===== src/rtl/fnd_pkg.sv =====
// Shared constants for the FND scan controller: glyphs, FSM encoding, segment bits.
package fnd_pkg;

  // Active-low glyphs, bit order {dp,g,f,e,d,c,b,a}; dp bit is 1 (off) in every glyph.
  localparam logic [7:0] GLYPH_0   = 8'hC0;
  localparam logic [7:0] GLYPH_1   = 8'hF9;
  localparam logic [7:0] GLYPH_2   = 8'hA4;
  localparam logic [7:0] GLYPH_3   = 8'hB0;
  localparam logic [7:0] GLYPH_4   = 8'h99;
  localparam logic [7:0] GLYPH_5   = 8'h92;
  localparam logic [7:0] GLYPH_6   = 8'h82;
  localparam logic [7:0] GLYPH_7   = 8'hF8;
  localparam logic [7:0] GLYPH_8   = 8'h80;
  localparam logic [7:0] GLYPH_9   = 8'h90;
  localparam logic [7:0] GLYPH_A   = 8'h88;
  localparam logic [7:0] GLYPH_B   = 8'h83;
  localparam logic [7:0] GLYPH_C   = 8'hC6;
  localparam logic [7:0] GLYPH_D   = 8'hA1;
  localparam logic [7:0] GLYPH_E   = 8'h86;
  localparam logic [7:0] GLYPH_F   = 8'h8E;
  localparam logic [7:0] SEG_BLANK = 8'hFF;

  // Segment bit index of the decimal point.
  localparam int unsigned SEG_DP = 7;

  // Scan FSM encoding.
  localparam logic [1:0] ST_IDLE = 2'd0;
  localparam logic [1:0] ST_DEAD = 2'd1;
  localparam logic [1:0] ST_SHOW = 2'd2;

endpackage


===== src/rtl/fnd_seg_decoder.sv =====
// Combinational 4-bit code + decimal point to active-low 7-segment pattern.
module fnd_seg_decoder
  import fnd_pkg::*;
(
  input  logic [3:0] code_i,
  input  logic       dp_i,
  output logic [7:0] seg_c_o
);

  // Glyph lookup, then pull the dp bit low when requested.
  always_comb begin
    seg_c_o = SEG_BLANK;
    case (code_i)
      4'h0: seg_c_o = GLYPH_0;
      4'h1: seg_c_o = GLYPH_1;
      4'h2: seg_c_o = GLYPH_2;
      4'h3: seg_c_o = GLYPH_3;
      4'h4: seg_c_o = GLYPH_4;
      4'h5: seg_c_o = GLYPH_5;
      4'h6: seg_c_o = GLYPH_6;
      4'h7: seg_c_o = GLYPH_7;
      4'h8: seg_c_o = GLYPH_8;
      4'h9: seg_c_o = GLYPH_9;
      4'hA: seg_c_o = GLYPH_A;
      4'hB: seg_c_o = GLYPH_B;
      4'hC: seg_c_o = GLYPH_C;
      4'hD: seg_c_o = GLYPH_D;
      4'hE: seg_c_o = GLYPH_E;
      default: seg_c_o = GLYPH_F;
    endcase
    if (dp_i) seg_c_o[SEG_DP] = 1'b0;
  end

endmodule


===== src/rtl/fnd_scan_ctrl.sv =====
// Time-multiplexed 7-segment scan controller with double-buffered digits,
// per-slot blanking dead-time and leading-zero suppression.
module fnd_scan_ctrl
  import fnd_pkg::*;
#(
  parameter int unsigned NUM_DIGITS = 4,
  parameter int unsigned SCAN_DIV   = 100000,
  parameter int unsigned DEAD_CYC   = 1000
) (
  input  logic                    iCLK,
  input  logic                    iRSTn,
  input  logic                    iEN,
  input  logic                    iLOAD,
  input  logic [4*NUM_DIGITS-1:0] iDIGITS,
  input  logic [NUM_DIGITS-1:0]   iDP,
  input  logic                    iBLANK_LZ,
  output logic [7:0]              oSEG,
  output logic [NUM_DIGITS-1:0]   oCOM,
  output logic                    oFRAME
);

  localparam int unsigned CW = $clog2(SCAN_DIV);
  localparam int unsigned IW = $clog2(NUM_DIGITS);
  localparam int unsigned DW = 4 * NUM_DIGITS;
  localparam int unsigned SW = IW + 2;

  logic [1:0]            state_q, state_d;
  logic [CW-1:0]         slot_q, slot_d;
  logic [IW-1:0]         idx_q, idx_d;
  logic [DW-1:0]         pend_dig_q, pend_dig_d, act_dig_q, act_dig_d;
  logic [NUM_DIGITS-1:0] pend_dp_q, pend_dp_d, act_dp_q, act_dp_d;
  logic                  pend_q, pend_d;
  logic [7:0]            seg_q, seg_d;
  logic [NUM_DIGITS-1:0] com_q, com_d;
  logic                  frame_q, frame_d;

  logic          slot_end_c, last_c, wrap_c, blank_c, cur_dp_c;
  logic [SW-1:0] shamt_c;
  logic [3:0]    cur_code_c;
  logic [7:0]    dec_seg_c;

  // Current-digit selection and wrap/blank qualifiers.
  always_comb begin
    slot_end_c = (state_q == ST_SHOW) && (slot_q == CW'(SCAN_DIV - 1));
    last_c     = (idx_q == IW'(NUM_DIGITS - 1));
    wrap_c     = iEN && slot_end_c && last_c;
    shamt_c    = {idx_q, 2'b00};
    cur_code_c = 4'(act_dig_q >> shamt_c);
    cur_dp_c   = act_dp_q[idx_q];
    // Digit is a leading zero when it and every higher digit are zero.
    blank_c    = iBLANK_LZ && (idx_q != '0) && ((act_dig_q >> shamt_c) == '0);
  end

  fnd_seg_decoder u_dec (
    .code_i  (cur_code_c),
    .dp_i    (cur_dp_c),
    .seg_c_o (dec_seg_c)
  );

  // Scan FSM next state with slot counter and digit index.
  always_comb begin
    state_d = state_q;
    slot_d  = slot_q;
    idx_d   = idx_q;
    if (!iEN) begin
      state_d = ST_IDLE;
      slot_d  = '0;
      idx_d   = '0;
    end else begin
      case (state_q)
        ST_IDLE: begin
          state_d = ST_DEAD;
          slot_d  = '0;
          idx_d   = '0;
        end
        ST_DEAD: begin
          slot_d = slot_q + CW'(1);
          if (slot_q == CW'(DEAD_CYC - 1)) state_d = ST_SHOW;
        end
        ST_SHOW: begin
          if (slot_end_c) begin
            slot_d  = '0;
            idx_d   = last_c ? '0 : idx_q + IW'(1);
            state_d = ST_DEAD;
          end else begin
            slot_d = slot_q + CW'(1);
          end
        end
        default: begin
          state_d = ST_IDLE;
          slot_d  = '0;
          idx_d   = '0;
        end
      endcase
    end
  end

  // Double buffer: pending captures loads, active swaps only at frame wrap or while idle.
  always_comb begin
    pend_dig_d = pend_dig_q;
    pend_dp_d  = pend_dp_q;
    pend_d     = pend_q;
    act_dig_d  = act_dig_q;
    act_dp_d   = act_dp_q;
    if (iLOAD) begin
      pend_dig_d = iDIGITS;
      pend_dp_d  = iDP;
    end
    if ((state_q == ST_IDLE) || wrap_c) begin
      if (iLOAD) begin
        act_dig_d = iDIGITS;
        act_dp_d  = iDP;
        pend_d    = 1'b0;
      end else if (pend_q) begin
        act_dig_d = pend_dig_q;
        act_dp_d  = pend_dp_q;
        pend_d    = 1'b0;
      end
    end else if (iLOAD) begin
      pend_d = 1'b1;
    end
  end

  // Pin values for the next cycle; dark unless showing an unblanked digit.
  always_comb begin
    seg_d   = SEG_BLANK;
    com_d   = '1;
    frame_d = wrap_c;
    if (iEN && (state_q == ST_SHOW) && !blank_c) begin
      seg_d = dec_seg_c;
      com_d = ~(NUM_DIGITS'(1) << idx_q);
    end
  end

  // State, buffer and output registers.
  always_ff @(posedge iCLK or negedge iRSTn) begin
    if (!iRSTn) begin
      state_q    <= ST_IDLE;
      slot_q     <= '0;
      idx_q      <= '0;
      pend_dig_q <= '0;
      pend_dp_q  <= '0;
      pend_q     <= 1'b0;
      act_dig_q  <= '0;
      act_dp_q   <= '0;
      seg_q      <= SEG_BLANK;
      com_q      <= '1;
      frame_q    <= 1'b0;
    end else begin
      state_q    <= state_d;
      slot_q     <= slot_d;
      idx_q      <= idx_d;
      pend_dig_q <= pend_dig_d;
      pend_dp_q  <= pend_dp_d;
      pend_q     <= pend_d;
      act_dig_q  <= act_dig_d;
      act_dp_q   <= act_dp_d;
      seg_q      <= seg_d;
      com_q      <= com_d;
      frame_q    <= frame_d;
    end
  end

  assign oSEG   = seg_q;
  assign oCOM   = com_q;
  assign oFRAME = frame_q;

endmodule

===== config.mk =====
export PLATFORM = sky130hd
export DESIGN_NAME = fnd_scan_ctrl
export DESIGN_NICKNAME = d
export VERILOG_FILES = /design/src/rtl/fnd_pkg.sv /design/src/rtl/fnd_seg_decoder.sv /design/src/rtl/fnd_scan_ctrl.sv
export SDC_FILE = /design/constraint.sdc
export NUM_CORES = 1
export LEC_CHECK = 0
export CAP_MARGIN = 10
export CORE_MARGIN = 3
export CORE_UTILIZATION = 55
export CTS_CLUSTER_DIAMETER = 50
export DETAILED_ROUTE_END_ITERATION = 10
export GPL_TIMING_DRIVEN = 0
export HOLD_SLACK_MARGIN = 0.1
export PLACE_DENSITY = 0.9
export SLEW_MARGIN = 0
export SYNTH_ARGS = -nofsm -noshare
export SYNTH_HDL_FRONTEND = slang
export SYNTH_SLANG_ARGS = --single-unit

===== constraint.sdc =====
create_clock -name iCLK -period 7.3 [get_ports iCLK]
set_input_delay 1.095 -clock iCLK [delete_from_list [all_inputs] [get_ports iCLK]]
set_output_delay 1.095 -clock iCLK [all_outputs]
set_load 0.1 [all_outputs]

==> out/qor.yml, run 1 <==
finish:
  nNetsFinal: 364
  multi_input_area_um2: 1560
  area_delta_synth_final_pct: 17.8
  finalNonFillerCells: 405
  seq_area_um2: 1890
  num-fill-cells: 424
  drive_above_1_share_pct: 23.9
  antenna_cells: 0
setup_path:
  crit_chain: "buf_1, mux4_2, inv_1, ha_1, nor4b_1, o311ai_1, a211oi_1, nor2_1, o211ai_1"
  arrival_ns: 3.82
  cp_top_family: "compound AO/OA/AOI/OAI gates"
  crit_type: "flop to flop"
  r2r_start: "idx_q[0]"
  end_kind: "flop"
  r2r-end: "oSEG[2]"
  worst_setup_path_start_kind: "flop"
  slowest_delay_ns: 0.66
  cp_max_fo: 10
  crit_buf_inv: 2
  slowest_stage: "mux4_2"
  r2r_cells: 9
  cp.required_ns: 7.55
  reg2reg_slack_ns: 3.73
synthesis:
  ys_seq_elements: 75
  yosysWarningCount: 0
  avgSynthCellArea_um2: 12.8
  synthesis.area_um2: 3550
  synthCells: 278
  syn_nets: 317
  seq_area_frac_synth_pct: 53.2
  ys_types: 45
timing:
  slew_headroom_pct: 34.9
  setup_tns_ns: 0
  rsz0062_at_grt: "no"
  period_minus_slack_ns: 3.57
  drv_slew: 0
  fmax_mhz: 280
  timing.final.crit_share_pct: 48.9
  worst_clock_skew_ns: 0.00894
  hold_viol_final: 0
  tightestPinTransition_ns: 0.974
  finalSetupViolCount: 0
place:
  hpwlAfterDp_um: 4760
  gp_congestion: 0.913
  port_buffers: 36
  place_inst: 389
cts:
  cts_max_level: 3
  hold_buffers: 0
  clock_path_buffers: 2
  insertion_delay_ns: 0.34
  cts_setup_buffers: 0
  cts_sinks: 75
  post_cts_resized: 0
  cts_made_buffers: 9
  cts_root_buffer: "clkbuf_8"
  cts.clk_slew.worst_paths_ns: 0.07
  cts_tree: "done"
floorplan:
  die_y_um: 86.4
  die_x_um: 86.4
  start_util_pct: 58.3
  coreArea_um2: 6100
  die_area_um2: 7460
  io_pins: 38
  rows: 28
global_route:
  grt_pass1_vias: 2378
  grt_pass1_wl_um: 11300
  grt_max_degree: 76
  overflow: 0
  antenna_found_initial: 0
  gr-usage-all-layers_pct: 19.4
routing:
  postRouteAntennaNets: 0
  routedWlPerCell_um: 16.5
  via_per_inst: 5.65
  drcViolationCount: 0
  drtIter0Drc: 147
  vias: 2289
  postRouteWirelength_um: 6700
  drt_first_pass_iters: 4
flow_run:
  max_cap_violations: 0
run_status:
  status: "complete, no violations"
worst_hold_path:
  holdPathEnd: "slot_q[0]"
  min_from: "slot_q[0]"
  hold_class: "flop to flop"
  whs_path_depth: 1
pwr:
  p_leak_nw: 1.78
  ir_worst_vdd_uv: 184
  p_per_area_nw_per_um2: 259
[registers in the layout, summed over array words and instances, names as in the netlist]
name	cells
pend_dig_q	16
pend_dp_q	4
oCOM	4
act_dig_q	16
oSEG	8
oFRAME	1
pend_q	1
state_q	2
slot_q	17
act_dp_q	4
idx_q	2
[synthesized netlist by cell type]
cell type / instances / area [µm²]
o41ai_1: 1 / 8.76
xor2_1: 10 / 87.6
nor2_1: 26 / 97.6
nand2_1: 15 / 56.3
or2_1: 2 / 12.5
o211ai_1: 3 / 22.5
nand4b_1: 2 / 17.5
mux4_2: 6 / 135
clkbuf_1: 3 / 11.3
o21ai_1: 2 / 10.0
buf_2: 1 / 5.00
o211a_1: 1 / 10.0
nand2b_1: 2 / 12.5
mux2_2: 20 / 225
o311ai_1: 1 / 8.76
and2_1: 1 / 6.26
buf_6: 2 / 22.5
dfrtp_1: 63 / 1580
a211oi_1: 1 / 7.51
nor2b_1: 1 / 6.26
nand3_2: 1 / 10.0
nor4b_1: 1 / 8.76
a31o_1: 1 / 8.76
or3_1: 1 / 6.26
nor2_4: 1 / 11.3
o22ai_2: 1 / 12.5
xnor2_1: 5 / 43.8
a21oi_1: 5 / 25.0
nor4_1: 4 / 25.0
inv_1: 13 / 48.8
nand3_1: 15 / 75.1
buf_1: 3 / 11.3
o221ai_1: 3 / 26.3
o22ai_1: 1 / 6.26
nor3_1: 3 / 15.0
or4bb_1: 1 / 11.3
or4_4: 1 / 11.3
a21o_1: 1 / 7.51
dfstp_2: 12 / 315
mux2_4: 20 / 300
and3_1: 2 / 12.5
or4_1: 1 / 7.51
ha_1: 14 / 175
nand4_1: 3 / 18.8
mux2i_1: 2 / 20.0
[metal layers]
metal / track usage (%) / routed length (µm) / vias to the layer above
met5: 0 / 0 / -
met4: 7.37 / 127 / 0
met3: 3.99 / 250 / 12
met2: 34.1 / 3530 / 58
met1: 23.5 / 2790 / 1153
li1: - / - / 1066
[cells by family after synthesis]
family          Yosys count  synth area share [%]
simple gates             83                  11.9
flops                    75                  53.2
mux                      48                  19.2
buf+inv                  22                  2.78
compound gates           21                  4.33
xor+xnor                 15                  3.70
fa+ha+maj                14                  4.93
[worst register-to-register path, delay by kind of cell (launching register included)]
kind	cells	cell delay, ns
compound gates	3	0.82
mux	1	0.66
simple gates	2	0.66
buf+inv	2	0.63
flops	1	0.48
fa+ha+maj	1	0.24
[cells in the final DEF, fill, tap and decap left out, drive strengths merged, types with 2 or more instances in the layout]
cell           count
a21oi              5
clkdlybuf4s50     35
nand4              3
nor2              27
inv               13
nor4               4
dfstp             12
o22ai              2
mux2              40
xor2              10
nand2             15
dfrtp             63
o21ai              2
nor3               3
nand3             16
ha                14
buf                7
xnor2              5
or4                2
o211ai             3
and3               2
o221ai             3
clkinv             3
or2                2
mux4               6
mux2i              2
clkbuf            15
nand2b             2
nand4b             2
[layout make-up]
| cell class | instances | area share, % |
|---|---|---|
| plain buffers | 9 | 1.20 |
| clock buffers | 12 | 3.23 |
| clock inverters | 4 | 1.08 |
| inverters | 13 | 1.17 |
| multi-input cells | 181 | 37.3 |
| flip-flops and latches | 75 | 45.2 |
| well taps | 75 | 2.24 |
| repair buffers | 36 | 8.55 |
[worst max-delay path by stage]
| stage | cells past startpoint | startpoint | endpoint | slack [ns] |
|---|---|---|---|---|
| 2_1_floorplan | 9 | idx_q[0] | oSEG[1] | 4.62 |
| 3_3_place_gp | 1 | iRSTn | slot_q[12] | 2.76 |
| 3_5_place_dp | 9 | idx_q[0] | oSEG[2] | 3.78 |
| 4_1_cts | 9 | idx_q[0] | oSEG[1] | 3.75 |
| 5_1_grt | 9 | idx_q[0] | oSEG[1] | 3.61 |
| 6_report | 9 | idx_q[0] | oSEG[2] | 3.73 |
[report_power, final]
group          internal (mW)  switching (mW)
clock network          0.157           0.141
registers              0.473          0.0450
logic                  0.149           0.120
[stage by stage]
step	util, %	total power, mW	setup slack [ns]	instance area [µm²]	hold WS [ns]
final	68.7	1.09	3.73	4190	0.470
after global routing	68.7	1.14	3.61	4190	0.499
after CTS	68.7	1.09	3.75	4190	0.478
after detailed placement	65.7	0.790	3.78	4010	0.468
after global placement	65.7	0.770	2.76	4010	0.447
after floorplan	-	0.715	4.62	3550	0.433
Note: power is estimated with default switching activity, not from simulation.
==> run 2, diff against run 1 <==
- clock period: 7.3 -> 3.7 ns (I/O delays scaled with it)
==> results of run 2 <==
Same layout as run 1 (identical final DEF). Status: complete, no violations.
Among the figures that moved: setup slack after placement 3.78 ns -> 0.181 ns; clock-pin slew on the worst setup and hold paths 0.07 ns -> 0.08 ns; setup slack after layout 3.73 ns -> 0.131 ns; hold slack 0.470 ns -> 0.335 ns; register-to-register setup slack 3.73 ns -> 0.13 ns; total power 1.09 mW -> 2.14 mW; worst IR drop on VDD 184 µV -> 364 µV
